### config.mk
export PLATFORM = sky130hd
export DESIGN_NAME = m_dram_arbiter
export DESIGN_NICKNAME = d
export VERILOG_FILES = /design/src/rtl/m_dram_arbiter.sv
export SDC_FILE = /design/constraint.sdc
export NUM_CORES = 1
export LEC_CHECK = 0
export BUFFER_PORTS_ARGS = -buffer_cell sky130_fd_sc_hd__buf_2
export CORE_MARGIN = 5
export CORE_UTILIZATION = 40
export DETAILED_ROUTE_END_ITERATION = 10
export PLACE_DENSITY = 0.68
export SYNTH_ARGS = -nofsm -noshare
export SYNTH_HDL_FRONTEND = slang
export SYNTH_SLANG_ARGS = --single-unit
### constraint.sdc
create_clock -name CLK -period 4.8 [get_ports CLK]
set_input_delay 0.72 -clock CLK [delete_from_list [all_inputs] [get_ports CLK]]
set_output_delay 0.72 -clock CLK [all_outputs]
set_load 0.05 [all_outputs]
### src/rtl/m_dram_arbiter.sv
// ---------------------------------------------------------------------------
// m_dram_arbiter
//
// Two-hart DRAM request arbiter. Each hart's one-cycle load/store strobe is
// captured into a single-entry request slot. A small FSM serialises the slots
// onto the shared DRAM port and tracks the DRAM busy handshake.
//
// Parameters
//   AW : address width
//   DW : data width
//
// Ports
//   CLK, RST_X                 clock, asynchronous active-low reset
//   w_hN_addr/wdata/ctrl       hart N request fields (N = 0, 1)
//   w_hN_we / w_hN_le          hart N one-cycle store / load strobes
//   w_hN_busy                  hart N request outstanding (combinational)
//   w_hN_odata                 read data to hart N (fan-out of w_dram_odata)
//   w_dram_addr/wdata/ctrl     DRAM request fields, held between accesses
//   w_dram_we / w_dram_le      DRAM strobes, high only in the ISSUE cycle
//   w_dram_busy                DRAM busy
//   w_dram_odata               DRAM read data
//   w_grant                    index of the hart owning, or last owning, DRAM
//   w_err                      sticky protocol-violation flag
//
// Configuration
//   DRAM_ARB_RR_EN defined   : round-robin between the two harts on a tie.
//   DRAM_ARB_RR_EN undefined : fixed priority, hart 0 wins every tie.
// ---------------------------------------------------------------------------
module m_dram_arbiter #(
  parameter int AW = 32,
  parameter int DW = 32
) (
  input  logic          CLK,
  input  logic          RST_X,
  // hart 0
  input  logic [AW-1:0] w_h0_addr,
  input  logic [DW-1:0] w_h0_wdata,
  input  logic          w_h0_we,
  input  logic          w_h0_le,
  input  logic [2:0]    w_h0_ctrl,
  output logic          w_h0_busy,
  output logic [DW-1:0] w_h0_odata,
  // hart 1
  input  logic [AW-1:0] w_h1_addr,
  input  logic [DW-1:0] w_h1_wdata,
  input  logic          w_h1_we,
  input  logic          w_h1_le,
  input  logic [2:0]    w_h1_ctrl,
  output logic          w_h1_busy,
  output logic [DW-1:0] w_h1_odata,
  // DRAM port
  output logic [AW-1:0] w_dram_addr,
  output logic [DW-1:0] w_dram_wdata,
  output logic          w_dram_we,
  output logic          w_dram_le,
  output logic [2:0]    w_dram_ctrl,
  input  logic          w_dram_busy,
  input  logic [DW-1:0] w_dram_odata,
  // status
  output logic [31:0]   w_grant,
  output logic          w_err
);

  typedef enum logic [1:0] {
    IDLE    = 2'd0,
    ISSUE   = 2'd1,
    WAIT_HI = 2'd2,
    WAIT_LO = 2'd3
  } state_t;

  // Number of WAIT_HI cycles tolerated without DRAM busy before giving up.
  localparam logic [1:0] HI_LAST = 2'd3;

  state_t        state;
  state_t        state_nxt;
  logic [1:0]    hi_cnt;
  logic [1:0]    hi_cnt_nxt;
  logic          owner;
  logic          err;

  // per-hart request slots
  logic [1:0]    slot_valid;
  logic [1:0]    slot_we;
  logic [AW-1:0] slot_addr  [2];
  logic [DW-1:0] slot_wdata [2];
  logic [2:0]    slot_ctrl  [2];

  // hart inputs gathered into indexable form
  logic [1:0]    in_strb;
  logic [1:0]    in_we;
  logic [AW-1:0] in_addr  [2];
  logic [DW-1:0] in_wdata [2];
  logic [2:0]    in_ctrl  [2];

  logic          sel;
  logic          pick;
  logic          clr;
  logic          tmo;
  logic [1:0]    load;
  logic [1:0]    drop;

  assign in_strb     = {w_h1_we | w_h1_le, w_h0_we | w_h0_le};
  assign in_we       = {w_h1_we, w_h0_we};
  assign in_addr[0]  = w_h0_addr;
  assign in_addr[1]  = w_h1_addr;
  assign in_wdata[0] = w_h0_wdata;
  assign in_wdata[1] = w_h1_wdata;
  assign in_ctrl[0]  = w_h0_ctrl;
  assign in_ctrl[1]  = w_h1_ctrl;

  // A strobe is accepted only into an empty slot; otherwise it is dropped
  // and flagged. A slot being cleared this cycle still counts as occupied.
  assign load = in_strb & ~slot_valid;
  assign drop = in_strb & slot_valid;

  // -------------------------------------------------------------------------
  // Winner selection (only consulted in IDLE with at least one valid slot)
  // -------------------------------------------------------------------------
`ifdef DRAM_ARB_RR_EN
  logic last_win;

  always_comb begin
    sel = ~slot_valid[0];
    if (&slot_valid) begin
      sel = ~last_win;
    end
  end

  // Reset to hart 1 so that hart 0 takes the first tie after reset.
  always_ff @(posedge CLK or negedge RST_X) begin
    if (!RST_X) begin
      last_win <= 1'b1;
    end else if (pick) begin
      last_win <= sel;
    end
  end
`else
  always_comb begin
    sel = ~slot_valid[0];
  end
`endif

  // -------------------------------------------------------------------------
  // FSM next-state
  // -------------------------------------------------------------------------
  always_comb begin
    state_nxt  = state;
    hi_cnt_nxt = hi_cnt;
    pick       = 1'b0;
    clr        = 1'b0;
    tmo        = 1'b0;
    case (state)
      IDLE: begin
        if (|slot_valid) begin
          pick      = 1'b1;
          state_nxt = ISSUE;
        end
      end
      ISSUE: begin
        hi_cnt_nxt = 2'd0;
        state_nxt  = WAIT_HI;
      end
      WAIT_HI: begin
        if (w_dram_busy) begin
          state_nxt = WAIT_LO;
        end else if (hi_cnt == HI_LAST) begin
          // DRAM never acknowledged: retire the request and flag it.
          tmo       = 1'b1;
          clr       = 1'b1;
          state_nxt = IDLE;
        end else begin
          hi_cnt_nxt = hi_cnt + 2'd1;
        end
      end
      WAIT_LO: begin
        if (!w_dram_busy) begin
          clr       = 1'b1;
          state_nxt = IDLE;
        end
      end
      default: begin
        state_nxt = IDLE;
      end
    endcase
  end

  // -------------------------------------------------------------------------
  // Control state, slot valid bits and DRAM port registers
  // -------------------------------------------------------------------------
  always_ff @(posedge CLK or negedge RST_X) begin
    if (!RST_X) begin
      state        <= IDLE;
      hi_cnt       <= 2'd0;
      owner        <= 1'b0;
      err          <= 1'b0;
      slot_valid   <= 2'b00;
      w_dram_we    <= 1'b0;
      w_dram_le    <= 1'b0;
      w_dram_addr  <= '0;
      w_dram_wdata <= '0;
      w_dram_ctrl  <= 3'd0;
    end else begin
      state     <= state_nxt;
      hi_cnt    <= hi_cnt_nxt;
      // strobes are single-cycle: set on entry to ISSUE, dropped after it
      w_dram_we <= 1'b0;
      w_dram_le <= 1'b0;
      if (pick) begin
        owner        <= sel;
        w_dram_we    <= slot_we[sel];
        w_dram_le    <= ~slot_we[sel];
        w_dram_addr  <= slot_addr[sel];
        w_dram_wdata <= slot_wdata[sel];
        w_dram_ctrl  <= slot_ctrl[sel];
      end
      for (int h = 0; h < 2; h++) begin
        if (clr && (owner == h[0])) begin
          slot_valid[h] <= 1'b0;
        end else if (load[h]) begin
          slot_valid[h] <= 1'b1;
        end
      end
      if (tmo || (|drop)) begin
        err <= 1'b1;
      end
    end
  end

  // Slot payload: only meaningful while the matching valid bit is set.
  always_ff @(posedge CLK) begin
    for (int h = 0; h < 2; h++) begin
      if (load[h]) begin
        // a simultaneous store and load strobe is treated as a store
        slot_we[h]    <= in_we[h];
        slot_addr[h]  <= in_addr[h];
        slot_wdata[h] <= in_wdata[h];
        slot_ctrl[h]  <= in_ctrl[h];
      end
    end
  end

  // -------------------------------------------------------------------------
  // Hart-facing outputs
  // -------------------------------------------------------------------------
  assign w_h0_busy  = slot_valid[0] | w_h0_we | w_h0_le;
  assign w_h1_busy  = slot_valid[1] | w_h1_we | w_h1_le;
  assign w_h0_odata = w_dram_odata;
  assign w_h1_odata = w_dram_odata;
  assign w_grant    = {31'd0, owner};
  assign w_err      = err;

endmodule
Word-level counts from Yosys, hierarchy flattened:

Memory sizes are Yosys's and may differ from the RTL's. A register that Yosys moved wholly into a read port is not among the register bits.
Cells that the tools add are included.

* bits of input ports: 173
* memory bits (writable): 134
* register bits after elaboration: 12
* logic and storage cells: 77
* memories kept: 3
* output and inout port bits: 168

* multiplexer cells: 27
* reductions and logical operators: 14
* add/sub/neg operators: 1
* $lt $le $gt $ge: 1
* bitwise gates (word level): 12
* equality and inequality tests: 9

Memories
* slot_addr: depth 2, bits a word 32, rd ports 1, clocked after Yosys merged registers in 1, wr ports 2, RTL line 84 `logic [AW-1:0] slot_addr [2];`
* slot_wdata: depth 2, bits a word 32, rd ports 1, clocked after Yosys merged registers in 1, wr ports 2, RTL line 85 `logic [DW-1:0] slot_wdata [2];`
* slot_ctrl: depth 2, bits a word 3, rd ports 1, clocked after Yosys merged registers in 1, wr ports 2, RTL line 86 `logic [2:0] slot_ctrl [2];`

Operators with widths (count)
* 2-to-1 mux 1 bit: 18
* 2-to-1 mux 2 bit: 6
* != test 2 bit (second input constant): 4
* one-hot mux 2 bit (4 select lines): 1
* == test 2 bit (second input constant): 3
* OR 1 bit: 6
* AND reduction 3 bit: 2
* nonzero test 2 bit: 3
* bitwise AND 2 bit: 2
* one-hot mux 2 bit (2 select lines): 1
* OR reduction 2 bit: 2
* logical NOT 1 bit: 3
* != test 3 bit (second input constant): 1
* inverter 1 bit: 3
* adder 2 x 1 -> 2 bit (second input constant): 1
* == test 2 x 1 -> 1 bit (second input constant): 1
* logical AND 1 bit: 2
* logical NOT 2 bit: 1
* < comparator 1 x 2 -> 1 bit (second input constant): 1
* inverter 2 bit: 1
* one-hot mux 1 bit (2 select lines): 1
* logical OR 1 bit: 1

Longest topological paths before layout:

* depth in word-level cells: 6
* depth in mapped cells: 5
* mapped depth without buffers: 4

Worst setup path after synthesis:

No wires, ideal clock.

* path type: input to register
* start point: input w_h0_le
* end point: memory slot_addr[0][0] (enable)
* stages: 2
* arrival: 3.625 ns
* data required time: 4.304 ns
* path slack: 0.678 ns
* cell sequence: nor2_1 nor2_1

RTL lines
* start: declaration: RTL line 39 `input logic w_h0_le,`
* end: declaration: RTL line 84

Worst setup path after layout:

* start point: register slot_valid[0]
* end point: output w_h0_busy

* longest elaborated chain between the ends: 2

RTL lines
* start: declaration: RTL line 82 `logic [1:0] slot_valid;`
* start signal: assignment: RTL line 196 `slot_valid <= 2'b00;`
* start signal: indexed assignment: RTL line 218 `slot_valid[h] <= 1'b0;`
* start signal: indexed assignment: RTL line 220 `slot_valid[h] <= 1'b1;`
* OR 1 bit (2 in series): RTL line 245 `assign w_h0_busy = slot_valid[0] | w_h0_we | w_h0_le;`
* end: declaration: RTL line 41 `output logic w_h0_busy,`

No other way between the ends.

==> out/metrics.cfg <==
[floorplan]
coreArea_mm2=0.02115
die_w_um=157.0
die_area_mm2=0.02466
row_count=53
die_h_um=157.0
start_util_pct=40.88
ioPinCount=341

[clock_network]
cts.path.max_buffers=3
postCtsSetupBuffers=0
clk_pin_slew_ps=60
h-tree-depth=1
postCtsHoldBufs=0
cts_tree=yes
cts-root-buf=clkbuf_16
clock_latency_ps=530
numCtsBuffers=24
clock-sinks=213
cts_resized=0

[grt]
grt_pass1_vias=4898
grt_antenna_before_repair=5
grt_overflow=0
grt_max_degree=75
grt_pass1_wl_um=28390
groute.usage.overall_pct=14.94

[timing]
skew_ps=36.18
slew_headroom_pct=29.08
fin_tns_setup_ps=0
rsz0062_at_grt=false
fmax_mhz=349.1
drv_slew=0
tightest_slew_ps=1064
fin_ws_ps=1935
hold_violations=0
whs_ps=125.3
period_minus_slack_ps=2865
finalCritPeriodShare_pct=59.68
setup_viol=0

[cells_and_area]
fin_cells=950
synthToLayoutAreaGrowth_pct=17.14
final_layout_size_suffix_gt1_share_pct=57.72
finalInstanceArea_mm2=0.01013
fin_util_pct=47.89
num-nets-final=830

[drt]
drtAntennaViolNets=0
met1_length_um=6993
routedWlPerCell_um=20.19
wl_um=19180
via_count=4432
drtIter0Drc=124
viasPerCell=4.665
wl_met3_um=1869
dr.pass1.iters=4
met2_length_um=9759
route.detailed.drc=0
topRoutingLayerUsed=met5

[synth]
syn_area_per_cell_um2=17.51
synth.area.top_cells=edfxtp_1 47%, dfrtp_1 22%, mux2_2 15%, buf_4 8.7%, mux2_4 3.3%
ys.flop_type=edfxtp_1
synth.most_common_cell=edfxtp_1
ys_seq_elements=213
yosysSeqAreaShare_pct=69.50
yosys.area.top_type_share_pct=47.22
async_flop_share_pct=36.15
yosys_warnings=0
yosysUniqueCellTypes=28
synth_common_cells=136 x edfxtp_1, 115 x mux2_2, 100 x buf_4
yosys.area.top_type=edfxtp_1
syn_area_mm2=0.008648
synth-edff-count=136
syn_inst=494

[placed_design]
dp_cells=905
dpl.hpwl_um=13530
routabilityCongestion=0.7323
placed_cell_area_mm2=0.009390
numPortBuffers=213
dpl_worst_slack_ps=1911

[worst_setup_path]
cp_data_arrival_time_ps=2140
crit_fanout=74
worstSetupStartpoint=slot_valid[0]$_DFFE_PN0P_
crit_path_end_kind=output pin
reg2reg_from=slot_valid[0]$_DFFE_PN0P_
required_ps=4080
crit_path_start_kind=flip-flop
r2r_cells=3
worstSetupPathType=flip-flop to output pin

[run]
max_cap_violations=0

[run_status]
outcome=finished, final reports clean

[power]
power_mw=7.056
max-vdd-ir-drop_mv=0.4380
p_leak_nw=4.163
power_density_mw_per_mm2=696.4

[worst_hold_path]
hold_path.class=primary input to async pin

placed cells by master (no fill, tap or decap), types with 3 or more instances in the layout:
cell type / count
a22o_1: 3
o21ai_0: 3
dfrtp_1: 76
conb_1: 31
buf_2: 212
clkinv_2: 4
buf_4: 5
a21oi_1: 3
clkbuf_16: 24
edfxtp_1: 136
mux2_4: 19
clkbuf_1: 7
clkinv_1: 4
nor2_1: 5
mux2_2: 115
kinds of logic (layout without fill, tap and decap cells):
kind of cell               count (synthesis)  count (layout)  share of synthesized area, %
and+or+nand+nor                           18              18                         1.085
buffers and inverters                    112             262                         9.664
other                                      1              32                       0.04336
DFF                                      213             213                         69.50
adders and majority gates                  1               1                        0.1447
muxes                                    135             135                         18.39
AOI/OAI and AO/OA                         14              14                         1.172
layout make-up:
type / instances / area (µm²)
Clock inverter: 11 / 83.83
Antenna cell: 1 / 2.502
Fill cell: 1803 / 11020
Inverter: 1 / 3.754
Timing Repair Buffer: 217 / 1099
Sequential cell: 213 / 6015
Tap cell: 275 / 344.1
Clock buffer: 33 / 654.4
Multi-Input combinational cell: 199 / 1929
routing by layer:
metal | vias up | GRT usage (%)
li1 | 2001 | -
met1 | 2138 | 17.43
met2 | 249 | 26.37
met3 | 38 | 5.197
met4 | 6 | 4.015
met5 | - | 0.1984
path summary, 6_finish.rpt:
kind                       slack (ps)                     endpoint
max                              1940                    w_h0_busy
min                               130  w_dram_addr[29]$_DFFE_PN0P_
max reg2reg                      1940   w_dram_addr[6]$_DFFE_PN0P_
min reg2reg                       500            w_err$_DFFE_PN0P_
max in group asynchronous        3590  w_dram_wdata[6]$_DFFE_PN0P_
min in group CLK                  360   slot_wdata[0][1]$_DFFE_PP_
flip-flops by register name, indices dropped and copies added (netlist names), 2 cells and up:
signal        count
slot_valid        2
w_dram_ctrl       3
state             2
slot_we           2
slot_addr        64
hi_cnt            2
w_dram_addr      32
slot_wdata       64
w_dram_wdata     32
slot_ctrl         6
worst max-delay path, cell delays in order, from the launching register on:
cell	delay (ps)
dfrtp_4	1090
or3_1	240
buf_2	260
report_power, final:
group	switching [mW]	internal [mW]	total, mW
Sequential	0.334	2.50	2.84
Combinational	1.68	0.865	2.55
Clock	0.709	0.962	1.67
Total	2.73	4.33	7.06
No activity file was read; power rests on OpenSTA's default activity.
